File: src/rtl/reg_write_arbiter.sv
// Register-file write-port arbiter: pipeline writeback has priority, load returns queue in a FIFO
// with a bounded-starvation force grant. Optional stats counters under REG_WRITE_ARB_STATS_EN.
module reg_write_arbiter #(
  parameter int DEPTH        = 4,
  parameter int STARVE_LIMIT = 3
) (
  input  logic                       clk,
  input  logic                       rst,
  input  logic                       pipe_valid,
  output logic                       pipe_ready,
  input  logic [4:0]                 pipe_addr,
  input  logic [31:0]                pipe_data,
  input  logic                       mem_valid,
  output logic                       mem_ready,
  input  logic [4:0]                 mem_addr,
  input  logic [31:0]                mem_data,
  output logic                       rf_we,
  output logic [4:0]                 rf_addr,
  output logic [31:0]                rf_wdata,
  output logic [31:0]                mem_pend_mask,
  output logic [$clog2(DEPTH):0]     fifo_count
`ifdef REG_WRITE_ARB_STATS_EN
  ,
  output logic [31:0]                conflict_cnt,
  output logic [31:0]                force_cnt
`endif
);

  localparam int AW = $clog2(DEPTH);
  localparam int CW = AW + 1;
  localparam int SW = $clog2(STARVE_LIMIT + 1);
  localparam logic [SW-1:0] STARVE_MAX = SW'(STARVE_LIMIT);
  localparam logic [CW-1:0] FULL_COUNT = CW'(DEPTH);

  typedef enum logic [1:0] {
    GNT_NONE,
    GNT_PIPE,
    GNT_MEM
  } gnt_e;

  logic [4:0]       fifo_addr [DEPTH];
  logic [31:0]      fifo_data [DEPTH];
  logic [DEPTH-1:0] vld;
  logic [AW-1:0]    wr_ptr;
  logic [AW-1:0]    rd_ptr;
  logic [CW-1:0]    count;
  logic [SW-1:0]    starve_cnt;

  logic        count_nz;
  logic        force_head;
  logic        push;
  logic        pop;
  gnt_e        gnt;
  logic [4:0]  gnt_addr;
  logic [31:0] gnt_data;
  logic [31:0] pend;

  assign count_nz   = (count != '0);
  assign force_head = count_nz && (starve_cnt == STARVE_MAX);
  assign pipe_ready = rst && !force_head;
  assign mem_ready  = rst && (count != FULL_COUNT);
  assign push       = mem_valid && mem_ready;
  assign pop        = (gnt == GNT_MEM);
  assign fifo_count = count;

  always_comb begin
    gnt      = GNT_NONE;
    gnt_addr = '0;
    gnt_data = '0;
    if (pipe_valid && pipe_ready) begin
      gnt      = GNT_PIPE;
      gnt_addr = pipe_addr;
      gnt_data = pipe_data;
    end else if (count_nz) begin
      gnt      = GNT_MEM;
      gnt_addr = fifo_addr[rd_ptr];
      gnt_data = fifo_data[rd_ptr];
    end
  end

  // Storage carries no reset; validity is tracked separately in vld.
  always_ff @(posedge clk) begin
    if (push) begin
      fifo_addr[wr_ptr] <= mem_addr;
      fifo_data[wr_ptr] <= mem_data;
    end
  end

  always_ff @(posedge clk) begin
    if (!rst) begin
      wr_ptr <= '0;
      rd_ptr <= '0;
      count  <= '0;
      vld    <= '0;
    end else begin
      if (push) begin
        vld[wr_ptr] <= 1'b1;
        wr_ptr      <= wr_ptr + AW'(1);
      end
      if (pop) begin
        vld[rd_ptr] <= 1'b0;
        rd_ptr      <= rd_ptr + AW'(1);
      end
      case ({push, pop})
        2'b10:   count <= count + CW'(1);
        2'b01:   count <= count - CW'(1);
        default: count <= count;
      endcase
    end
  end

  always_ff @(posedge clk) begin
    if (!rst) begin
      starve_cnt <= '0;
    end else if (!count_nz || pop) begin
      starve_cnt <= '0;
    end else if (starve_cnt != STARVE_MAX) begin
      starve_cnt <= starve_cnt + SW'(1);
    end
  end

  // Writes to x0 are still granted and consumed; only the enable is suppressed.
  always_ff @(posedge clk) begin
    if (!rst) begin
      rf_we    <= 1'b0;
      rf_addr  <= '0;
      rf_wdata <= '0;
    end else if (gnt != GNT_NONE) begin
      rf_we    <= (gnt_addr != 5'd0);
      rf_addr  <= gnt_addr;
      rf_wdata <= gnt_data;
    end else begin
      rf_we <= 1'b0;
    end
  end

  always_comb begin
    pend = '0;
    for (int unsigned i = 0; i < DEPTH; i++) begin
      if (vld[i]) pend[fifo_addr[i]] = 1'b1;
    end
    pend[0] = 1'b0;
  end

  assign mem_pend_mask = pend;

`ifdef REG_WRITE_ARB_STATS_EN
  always_ff @(posedge clk) begin
    if (!rst) begin
      conflict_cnt <= '0;
      force_cnt    <= '0;
    end else begin
      if (pipe_valid && count_nz) conflict_cnt <= conflict_cnt + 32'd1;
      if (force_head)             force_cnt    <= force_cnt + 32'd1;
    end
  end
`endif

endmodule

File: config.mk
export PLATFORM = sky130hd
export DESIGN_NAME = reg_write_arbiter
export DESIGN_NICKNAME = d
export VERILOG_FILES = /design/src/rtl/reg_write_arbiter.sv
export SDC_FILE = /design/constraint.sdc
export NUM_CORES = 1
export LEC_CHECK = 0
export ABC_CLOCK_PERIOD_IN_PS = 3300
export CORE_UTILIZATION = 30
export DETAILED_ROUTE_END_ITERATION = 12
export PLACE_DENSITY = 0.55
export SYNTH_ARGS = -nofsm -noshare
export SYNTH_HDL_FRONTEND = slang
export SYNTH_SLANG_ARGS = --single-unit
File: constraint.sdc
create_clock -name clk -period 3.3 [get_ports clk]
set_clock_uncertainty 0.05 [all_clocks]
set_input_delay 0.495 -clock clk [delete_from_list [all_inputs] [get_ports clk]]
set_output_delay 0.495 -clock clk [all_outputs]
set_load 0.1 [all_outputs]
==> summary.md <==
| Metric | Value |
|---|---|
| Status | completed |
| Area share of fa/ha/maj cells after synthesis | 0.0166 |
| Syn Nets | about 740 |
| Layout cells sized above 1 | 0.182 |
| Core Region | 28,600 sq um |
| Fmax | approximately 350 MHz |
| Antenna cell count | 0 |
| IO Pins | ~150 |
| Drt initial violations | between 400 and 500 |
| Drt drc | 0 |
| GR Overflow Total | 0 |
| CTS max path bufs | 3 |
| Synth area leaders | edfxtp_1 51%, dfxtp_1 12%, mux4_2 9.6% |
| Area Overhead vs Synth | 29.5% |
| Placed wire-length estimate | around 15,000 um |
| CTS Root Cell | clkbuf_16 |
| Ys flop type | edfxtp_1 |
| Met2 usage | 0.244 |
| GP Congestion | around 0.86 |
| Pwr Density | just under 800 nW/um^2 |
| Async S/R FF share, synth | 0 |
| Post-Route Setup TNS | 0 ps |
| Hold_buf cts | 0 |
| Pre-CTS WS | 478 ps |
| CTS buffer count | 22 |
| Mapped Cells | approximately 650 |
| Clk Latency, worst-skew pair | around 500 ps |
| Die Y | 173 um |
| Max-cap violation count | 0 |
| Fin crit period | roughly 2800 ps |
| Compound-Gate Fraction of Synth Area | 0.104 |
| Largest family of logic cells by synthesized area | simple AND/OR/NAND/NOR gates |
| Vias in the first global route | between 6,000 and 7,000 |
| Pins Over Slew Limit | 0 |
| Worst setup margin | about 450 ps |
| Crit path DAT | between 2000 and 2500 ps |
| Critical Path Fanout Max | 8 |
| Final setup vio count | 0 |
| Final #Nets | around 880 |
| Worst-Margin Slew | 984 ps |
| Peak VDD IR | between 400 and 500 uV |
| TritonCTS clock tree | done |
| Vias | just over 6,000 |
| DIE WIDTH | 173 um |
| Layer with the highest usage | met2 |
| Pin count of the biggest net entering global routing | 50 |
| FP Rows | between 60 and 70 |
| Initial antenna violation count | 0 |
| Post-synth EDFFs | about 150 |
| Yosys reg bits | 201 |
| RSZ-0062 raised after global routing | no |
| Hold Path Class | reg2reg |
| Setup Fix Bufs, Post-CTS | 0 |
| Vias per cell | around 5.1 |
| Area share of the largest cell type after synthesis | 0.509 |
| Final period util | 0.863 |
| First-pass GRT wire length | 35,900 um |
| CP Launch Type | register |
| Mean routed wirelength per cell | ~20 um |
| Buffers on Ports | about 150 |
| Relative slew slack | 0.342 |
| Fill cell count | 2,705 |
| Max H-tree Level | 1 |
| Router iterations before antenna repair | 5 |
| P_leak | 3.79 nW |
| Clock transition at path regs | about 60 ps |
| Met3 usage | 0.0241 |
| Data required, critical path | 2750 ps |
| Initial Utilization | 0.305 |
| GRT met1 Usage | 0.213 |
| CP Capture Type | primary output |
| Die area | just under 30,000 sq um |
| Seq pwr share | 0.367 |
| Mux share of post-synthesis cell area | 0.0955 |
| Switching power | 3.49 mW |
| CTS resizes | 0 |
| Pint | 5.31 mW |
| Seq/Total Area, Yosys | 0.631 |
| Post-synth top area cell | edfxtp_1 |
| All-layer global routing usage | 0.153 |
| Yosys warns | 0 |
| Synth Area in Simple Gates | 0.116 |
| Combinational Power Share | 0.368 |
| Unique masters post-synth | 48 |
| Synth Area per Inst | between 10 and 15 sq um |
| Net Sw Frac | 0.396 |
| Final Hold Viols | 0 |
| Clk pwr share | 0.266 |
| Synthesized area | slightly below 9000 sq um |
| Post-Synth XOR/XNOR Area | 0.00402 |
| DP Area | roughly 11,000 sq um |
| Final antenna-violating net count | 0 |
| Crit Path Class | reg2out |
| Post-route cell area | roughly 11,000 sq um |
| Clock Sinks | 201 |
| Final WL | approximately 23,000 um |
## state kept, by name, indices dropped and copies added, names as in the netlist, named ones only
signal,cells
wr_ptr,2
fifo_data,128
rf_wdata,32
rf_addr,5
fifo_count,3
rf_we,1
rd_ptr,2
fifo_addr,20
starve_cnt,2
vld,4
## power groups by stage
| stage | Sequential [mW] | Clock, mW | Combinational (mW) |
|---|---|---|---|
| detailed placement | 3.28 | 0 | 3.27 |
| global placement | 3.28 | 0 | 3.27 |
| CTS | 3.23 | 2.40 | 3.29 |
| floorplan | 4.44 | 0 | 1.19 |
| global route | 3.27 | 2.49 | 3.42 |
| finish | 3.23 | 2.34 | 3.24 |
## cell families after synthesis
| family | count (synthesis) |
|---|---|
| buffers and inverters | 54 |
| XOR/XNOR | 4 |
| AO/OA/AOI/OAI | 119 |
| AND/OR/NAND/NOR | 220 |
| other | 1 |
| flip-flops | 201 |
| multiplexers | 37 |
| adder cells (fa/ha/maj) | 11 |
## routing by layer
layer  vias up  share of wire
met1      2998           0.46
met5         -              0
met4         0          0.026
met2       217           0.46
li1       2795              -
met3        48          0.051
## worst max-delay path: stages, from the launching register on
cell       delay [ps]
edfxtp_1          440
nor2_1            710
a2bb2oi_1         140
o211ai_1          170
buf_4             350
## cell usage in the layout, fill, tap and decap left out, types with 6 or more instances in the layout
master,synthesis,routed
buf_12,0,6
clkbuf_16,0,22
clkdlybuf4s50_1,0,110
a21oi_1,19,18
inv_1,10,10
clkbuf_1,27,7
mux4_2,37,37
a221o_1,12,12
a311oi_1,32,32
o22ai_1,7,7
edfxtp_1,148,148
buf_4,4,50
o221ai_1,9,9
nand3b_1,8,8
a22oi_1,16,16
dfxtp_1,53,48
o21ai_0,6,6
nor3b_1,10,10
and3_1,11,7
nand2_1,98,98
ha_1,10,10
nor2_1,64,64
## path summary, 6_finish.rpt
check / endpoint / from / slack, ps / cells past startpoint
setup / recovery: mem_pend_mask[2] / fifo_addr[2][0]$_DFFE_PP_ / 450 / 4
hold / removal: starve_cnt[0]$_SDFFE_PP0P_ / starve_cnt[0]$_SDFFE_PP0P_ / 390 / 1
setup reg to reg: fifo_count[2]$_SDFFE_PN0P_ / starve_cnt[0]$_SDFFE_PP0P_ / 860 / 10
hold reg to reg: starve_cnt[0]$_SDFFE_PP0P_ / starve_cnt[0]$_SDFFE_PP0P_ / 390 / 1
## area by class of cell
| cell class | instances | area, sq um | share of cell area |
|---|---|---|---|
| clock buffer | 31 | 604 | 0.0535 |
| clock inverter | 9 | 85.1 | 0.00753 |
| inverter | 12 | 45.0 | 0.00399 |
| multi-input combinational | 392 | 2970 | 0.263 |
| sequential | 201 | 5510 | 0.488 |
| tap | 384 | 480 | 0.0425 |
| timing repair buffer | 166 | 1600 | 0.141 |
## synthesized netlist by cell type, types with 2 or more instances
library cell and n:
and2_1 3, ha_1 10, and3b_1 5, o22ai_1 7, a22oi_1 16, or3b_2 4
or3_1 4, and3_1 11, dfxtp_1 53, edfxtp_1 148, nor2_1 64, mux4_2 37
or2_2 2, nor3_1 3, buf_2 4, nand3b_1 8, a311oi_1 32, nor3b_1 10
a21oi_1 19, o21ai_0 6, buf_6 7, buf_4 4, nand3_1 5, a211oi_1 4
o211ai_1 5, nand2_1 98, a221o_1 12, xnor2_1 2, xor2_1 2, inv_1 10
o221ai_1 9, clkbuf_1 27
## per-stage QoR
stage	hold slack, ps	power [mW]	instances	util
5_1_grt	397	9.18	1195	0.395
3_5_place_dp	380	6.55	1155	0.371
4_1_cts	388	8.92	1195	0.395
6_report	391	8.80	1195	0.395
2_1_floorplan	358	5.63	647	-
3_3_place_gp	376	6.55	1155	0.371
(Power assumes the default switching activity.)
